$ cat src/rtl/xprog_loader.sv
// xprog_loader: boot-time program loader placed in front of the program RAM.
//
// Takes a byte stream and builds instruction words from it. The stream is a
// 16-bit big-endian word count N, then N words of DATA_W/8 bytes each, with
// the MSB byte first. Each finished word is written to program RAM in a
// single-cycle WRITE state. The controller is held in reset (cpu_hold=1)
// until the whole image has been loaded.
//
// Optional feature, enabled by defining XPROG_LOADER_CKSUM_EN:
//   After the last word, one more byte is taken as a checksum. It must equal
//   the 8-bit sum of every earlier byte in the session. A match goes to DONE;
//   a mismatch goes to ERR. Words already written stay in RAM.
//
// Ports:
//   clk, rst             clock; synchronous active-low reset
//   start                one-cycle pulse; opens a session from IDLE/DONE/ERR
//   in_valid, in_data    upstream byte stream
//   in_ready             byte is consumed when in_valid & in_ready
//   prog_sel, prog_we    program RAM write strobes (high only in WRITE)
//   prog_addr, prog_data program RAM word address / word (held between writes)
//   cpu_hold             high while the controller must stay in reset
//   busy, done, err      session status (done/err hold until the next start)
//   word_cnt             words written in the current or last session
module xprog_loader #(
  parameter int ADDR_W    = 10,
  parameter int DATA_W    = 32,
  parameter int BASE_ADDR = 0
) (
  input  logic              clk,
  input  logic              rst,
  input  logic              start,
  input  logic              in_valid,
  input  logic [7:0]        in_data,
  output logic              in_ready,
  output logic              prog_sel,
  output logic              prog_we,
  output logic [ADDR_W-1:0] prog_addr,
  output logic [DATA_W-1:0] prog_data,
  output logic              cpu_hold,
  output logic              busy,
  output logic              done,
  output logic              err,
  output logic [ADDR_W:0]   word_cnt
);

  localparam int BYTES = DATA_W / 8;
  localparam int BCW   = (BYTES > 1) ? $clog2(BYTES) : 1;
  localparam int WCW   = ADDR_W + 1;
  // Number of words that fit between BASE_ADDR and the top of the RAM.
  localparam longint unsigned MAX_WORDS = (64'd1 << ADDR_W) - 64'(BASE_ADDR);

`ifdef XPROG_LOADER_CKSUM_EN
  typedef enum logic [2:0] {
    S_IDLE, S_LEN_HI, S_LEN_LO, S_DATA, S_WRITE, S_DONE, S_ERR, S_CKSUM
  } state_t;
`else
  typedef enum logic [2:0] {
    S_IDLE, S_LEN_HI, S_LEN_LO, S_DATA, S_WRITE, S_DONE, S_ERR
  } state_t;
`endif

  state_t              state_reg, state_next;
  logic [15:0]         len_reg;
  logic [BCW-1:0]      byte_cnt_reg;
  logic [DATA_W-1:0]   shift_reg;
  logic [WCW-1:0]      word_cnt_reg;
  logic [ADDR_W-1:0]   prog_addr_reg;
  logic [DATA_W-1:0]   prog_data_reg;
`ifdef XPROG_LOADER_CKSUM_EN
  logic [7:0]          sum_reg;
`endif

  logic                accept;
  logic                last_byte;
  logic                last_word;
  logic                start_session;
  logic [15:0]         len_full;
  logic [DATA_W-1:0]   shift_next;
  logic [WCW-1:0]      word_inc;

  assign accept        = in_valid & in_ready;
  assign last_byte     = (byte_cnt_reg == BCW'(BYTES - 1));
  assign len_full      = {len_reg[15:8], in_data};
  assign shift_next    = (shift_reg << 8) | DATA_W'(in_data);
  assign word_inc      = word_cnt_reg + WCW'(1);
  assign last_word     = (64'(word_inc) == 64'(len_reg));
  assign start_session = start && (state_reg == S_IDLE || state_reg == S_DONE ||
                                   state_reg == S_ERR);

  assign prog_addr = prog_addr_reg;
  assign prog_data = prog_data_reg;
  assign word_cnt  = word_cnt_reg;

  always_ff @(posedge clk) begin
    if (!rst) state_reg <= S_IDLE;
    else      state_reg <= state_next;
  end

  always_comb begin
    state_next = state_reg;
    in_ready   = 1'b0;
    prog_sel   = 1'b0;
    prog_we    = 1'b0;
    busy       = 1'b1;
    done       = 1'b0;
    err        = 1'b0;
    cpu_hold   = 1'b1;
    case (state_reg)
      S_IDLE: begin
        busy = 1'b0;
        if (start) state_next = S_LEN_HI;
      end
      S_LEN_HI: begin
        in_ready = 1'b1;
        if (in_valid) state_next = S_LEN_LO;
      end
      S_LEN_LO: begin
        in_ready = 1'b1;
        if (in_valid) begin
          if (len_full == 16'd0)                 state_next = S_DONE;
          else if (64'(len_full) > MAX_WORDS)    state_next = S_ERR;
          else                                   state_next = S_DATA;
        end
      end
      S_DATA: begin
        in_ready = 1'b1;
        if (in_valid && last_byte) state_next = S_WRITE;
      end
      S_WRITE: begin
        prog_sel = 1'b1;
        prog_we  = 1'b1;
        if (last_word) begin
`ifdef XPROG_LOADER_CKSUM_EN
          state_next = S_CKSUM;
`else
          state_next = S_DONE;
`endif
        end else begin
          state_next = S_DATA;
        end
      end
`ifdef XPROG_LOADER_CKSUM_EN
      S_CKSUM: begin
        in_ready = 1'b1;
        if (in_valid) state_next = (in_data == sum_reg) ? S_DONE : S_ERR;
      end
`endif
      S_DONE: begin
        busy     = 1'b0;
        done     = 1'b1;
        cpu_hold = 1'b0;
        if (start) state_next = S_LEN_HI;
      end
      S_ERR: begin
        busy = 1'b0;
        err  = 1'b1;
        if (start) state_next = S_LEN_HI;
      end
      default: state_next = S_IDLE;
    endcase
  end

  always_ff @(posedge clk) begin
    if (!rst) begin
      len_reg       <= '0;
      byte_cnt_reg  <= '0;
      shift_reg     <= '0;
      word_cnt_reg  <= '0;
      prog_addr_reg <= '0;
      prog_data_reg <= '0;
`ifdef XPROG_LOADER_CKSUM_EN
      sum_reg       <= '0;
`endif
    end else begin
      if (start_session) begin
        len_reg      <= '0;
        byte_cnt_reg <= '0;
        shift_reg    <= '0;
        word_cnt_reg <= '0;
`ifdef XPROG_LOADER_CKSUM_EN
        sum_reg      <= '0;
`endif
      end
      if (accept) begin
`ifdef XPROG_LOADER_CKSUM_EN
        sum_reg <= sum_reg + in_data;
`endif
        case (state_reg)
          S_LEN_HI: len_reg[15:8] <= in_data;
          S_LEN_LO: len_reg[7:0]  <= in_data;
          S_DATA: begin
            shift_reg    <= shift_next;
            byte_cnt_reg <= last_byte ? '0 : byte_cnt_reg + BCW'(1);
            // Latch address and word now so they are stable for the whole
            // WRITE cycle and stay put afterwards.
            if (last_byte) begin
              prog_data_reg <= shift_next;
              prog_addr_reg <= ADDR_W'(BASE_ADDR) + word_cnt_reg[ADDR_W-1:0];
            end
          end
          default: ;
        endcase
      end
      if (state_reg == S_WRITE) word_cnt_reg <= word_inc;
    end
  end

endmodule

$ cat config.mk
export PLATFORM = sky130hd
export DESIGN_NAME = xprog_loader
export DESIGN_NICKNAME = d
export VERILOG_FILES = /design/src/rtl/xprog_loader.sv
export SDC_FILE = /design/constraint.sdc
export NUM_CORES = 1
export LEC_CHECK = 0
export ABC_CLOCK_PERIOD_IN_PS = 2900
export CAP_MARGIN = 30
export CORE_MARGIN = 2
export CORE_UTILIZATION = 50
export DETAILED_ROUTE_END_ITERATION = 16
export GPL_TIMING_DRIVEN = 0
export PLACE_DENSITY_LB_ADDON = 0.05
export SETUP_SLACK_MARGIN = 0.5
export SLEW_MARGIN = 20
export SYNTH_ARGS = -nofsm -noshare
export SYNTH_HDL_FRONTEND = slang
export SYNTH_SLANG_ARGS = --single-unit
$ cat constraint.sdc
create_clock -name clk -period 2.9 [get_ports clk]
set_clock_uncertainty 0.1 [all_clocks]
set_input_delay 0.29 -clock clk [delete_from_list [all_inputs] [get_ports clk]]
set_output_delay 0.29 -clock clk [all_outputs]
set_load 0.05 [all_outputs]
==> impl_metrics.ini <==
[detailed_routing]
drtPass1Iterations = 5
routed.top_layer = met4
drcViolationCount = 0
wl_met1_um = 4743
drt_iter0_drc = 255
via_per_inst = 5.417
dr_wl_met3_um = 505
detail_route.wl_per_cell_um = 15.19
wl_met2_um = 5028
vias = 3743
ant_nets = 0
finalWirelength_um = 10500

[synth]
synth_seq_cells = 98
synth_compound_area_share_pct = 21.78
synthAdderAreaFrac_pct = 0.5777
ys_top_cells_by_area = dfxtp_1, nand2_1, a21boi_0
synth-async-reset-ratio_pct = 0
synth_mux_area_share_pct = 0.2600
synthSimpleGateAreaFrac_pct = 23.48
yosysTopAreaCell = dfxtp_1
synthXorXnorAreaFrac_pct = 3.437
synth_top_area_share_pct = 45.29
netlist_area_sq_mm = 0.004332
synth_flop_cell = dfxtp_1
synthDistinctLibCells = 51
yosysSeqAreaShare_pct = 45.29
yosys_warnings = 0
synth_edf_count = 0
synth_top_family_by_area = simple AND/OR/NAND/NOR gates
synth_nets = 515
avgSynthCellArea_sq_um = 8.646
syn_inst = 501

[layout]
fill_cells = 692
multi_input_area_sq_mm = 0.002146
layout_commonest_cell = nand2_1
final_cell_mix = nand2_1, dfxtp_1, clkdlybuf4s50_1
diodes = 0
regArea_sq_mm = 0.001963
final_util_pct = 64.27
drive_gt1_share_pct = 7.509
syn_to_final_growth_pct = 23.14
largest_register_ffs = 32
nNetsFinal = 596

[sta]
slew_viol_final = 0
setup-violations-final = 0
clock.fmax_mhz = 419.4
period_share_pct = 82.21
setup_tns_ns = 0
finalHoldViolCount = 0
rsz0062_at_grt = true
fin_crit_ns = 2.384
tightestPinTransition_ns = 0.6178
relSlewSlack_pct = 58.66

[worst_setup_path]
worstSetupPathType = flip-flop to primary output
cp-end-kind = primary output
cp.arrival_ns = 1.99
cp_data_required_time_ns = 2.51
critPathLaunchType = flip-flop
cp_max_fo = 11
r2r_slack_ns = 0.71

[power]
leakagePower_uw = 0.001776
p_per_area_mw_per_mm2 = 531.8
power.total_uw = 2837
max-vdd-ir-drop_mv = 0.2708

[hold_path]
hold_path_class = input pin to flip-flop

[clocking]
cts_tree = built
path_clk_slew_ns = 0.10
hold_buffers = 0
cts_sinks = 98
cts-root-buf = clkbuf_8
htree_levels = 3
worstSkewPairLatency_ns = 0.36
cts_buffer_depth = 2
cts_buffers = 9

[place]
io_buffer_count = 70
place.gp.congestion = 0.8885
dp_hpwl_um = 7605

[global_route]
antenna_found_initial = 0
grt_pass1_wl_um = 17450
grtUsageTotal_pct = 22.49
grt_overflow_total = 0
grt_max_degree = 17
grt_pass1_vias = 3482

[floorplan]
start_util_pct = 52.19
die_y_um = 97.08
die_w_um = 97.08
die_area_sq_mm = 0.009424
core_area_sq_mm = 0.008299
rows = 33
io-pin-count = 72

[run]
maxCapViolCount = 0

[run_status]
status = completed
## path summary, 6_finish.rpt
| kind | from | to | depth (start not counted) |
|---|---|---|---|
| max | state_reg[2]$_SDFFE_PN0P_ | prog_we | 7 |
| max reg2reg | state_reg[2]$_SDFFE_PN0P_ | prog_data[21]$_SDFFE_PN0P_ | 8 |
| min reg2reg | prog_data[27]$_SDFFE_PN0P_ | prog_data[27]$_SDFFE_PN0P_ | 2 |
| min | rst | word_cnt[7]$_SDFFE_PN0P_ | 4 |
## logic make-up after synthesis
kind of cell | after synthesis
xor gates and xnor gates | 17
muxes | 1
DFF | 98
AOI/OAI and AO/OA | 133
and+or+nand+nor | 206
adders and majority gates | 2
buffers and inverters | 44
## cells in the mapped netlist, drive strengths merged, types with 2 or more instances
library cell  count
o31ai             2
a21boi           43
a31oi             3
nor2b            48
xor2              2
buf              11
ha                2
inv               7
nor3              8
nand2           100
a211oi            3
a22oi            43
clkbuf           26
nor3b             2
nor4              3
xnor2            15
o21a              2
nand3             5
and2              5
nand4             2
o21ai            13
and3              2
or3               4
nor2             21
a21oi            14
dfxtp            98
## report_power, final
group / internal (uW) / switching [uW] / leakage [uW]
Clock: 312 / 473 / 0.0000750
Combinational: 226 / 411 / 0.000911
Sequential: 1380 / 33.6 / 0.000791
Total: 1920 / 917 / 0.00178
## repair_timing
| action | CTS | global route |
|---|---|---|
| buffers inserted | 0 | 0 |
| setup endpoints to repair | 7 | 15 |
| resized for setup | 15 | 10 |
## cell type report
class	count	area share, %
sequential	98	36.80
buffer	37	3.894
inverter	7	0.4926
clock inverter	5	0.7506
tap	105	2.463
clock buffer	10	2.393
multi-input combinational	359	40.23
timing repair buffer	70	12.97
## through the flow
step	cells	hold WS, ns	cell area (sq um)	setup WS, ns
detailed placement	676	0.3563	5164	0.1830
floorplan	501	0.3348	4332	0.5455
global route	691	0.3321	5334	0.4255
finish	691	0.3146	5334	0.5158
CTS	691	0.3032	5321	0.3936
global placement	676	0.3523	5164	0.1753
## critical path, stage by stage (launching register included)
cell	delay (ns)
dfxtp_1	0.32
buf_2	0.19
inv_1	0.10
or3_1	0.44
inv_2	0.11
buf_6	0.15
buf_4	0.11
clkbuf_4	0.21
## per-layer routing
layer	vias up	track usage, %
met4	0	8.017
met3	17	2.950
li1	1891	-
met2	102	37.82
met5	-	0
met1	1733	29.69
Power figures use the tool's default switching activity.
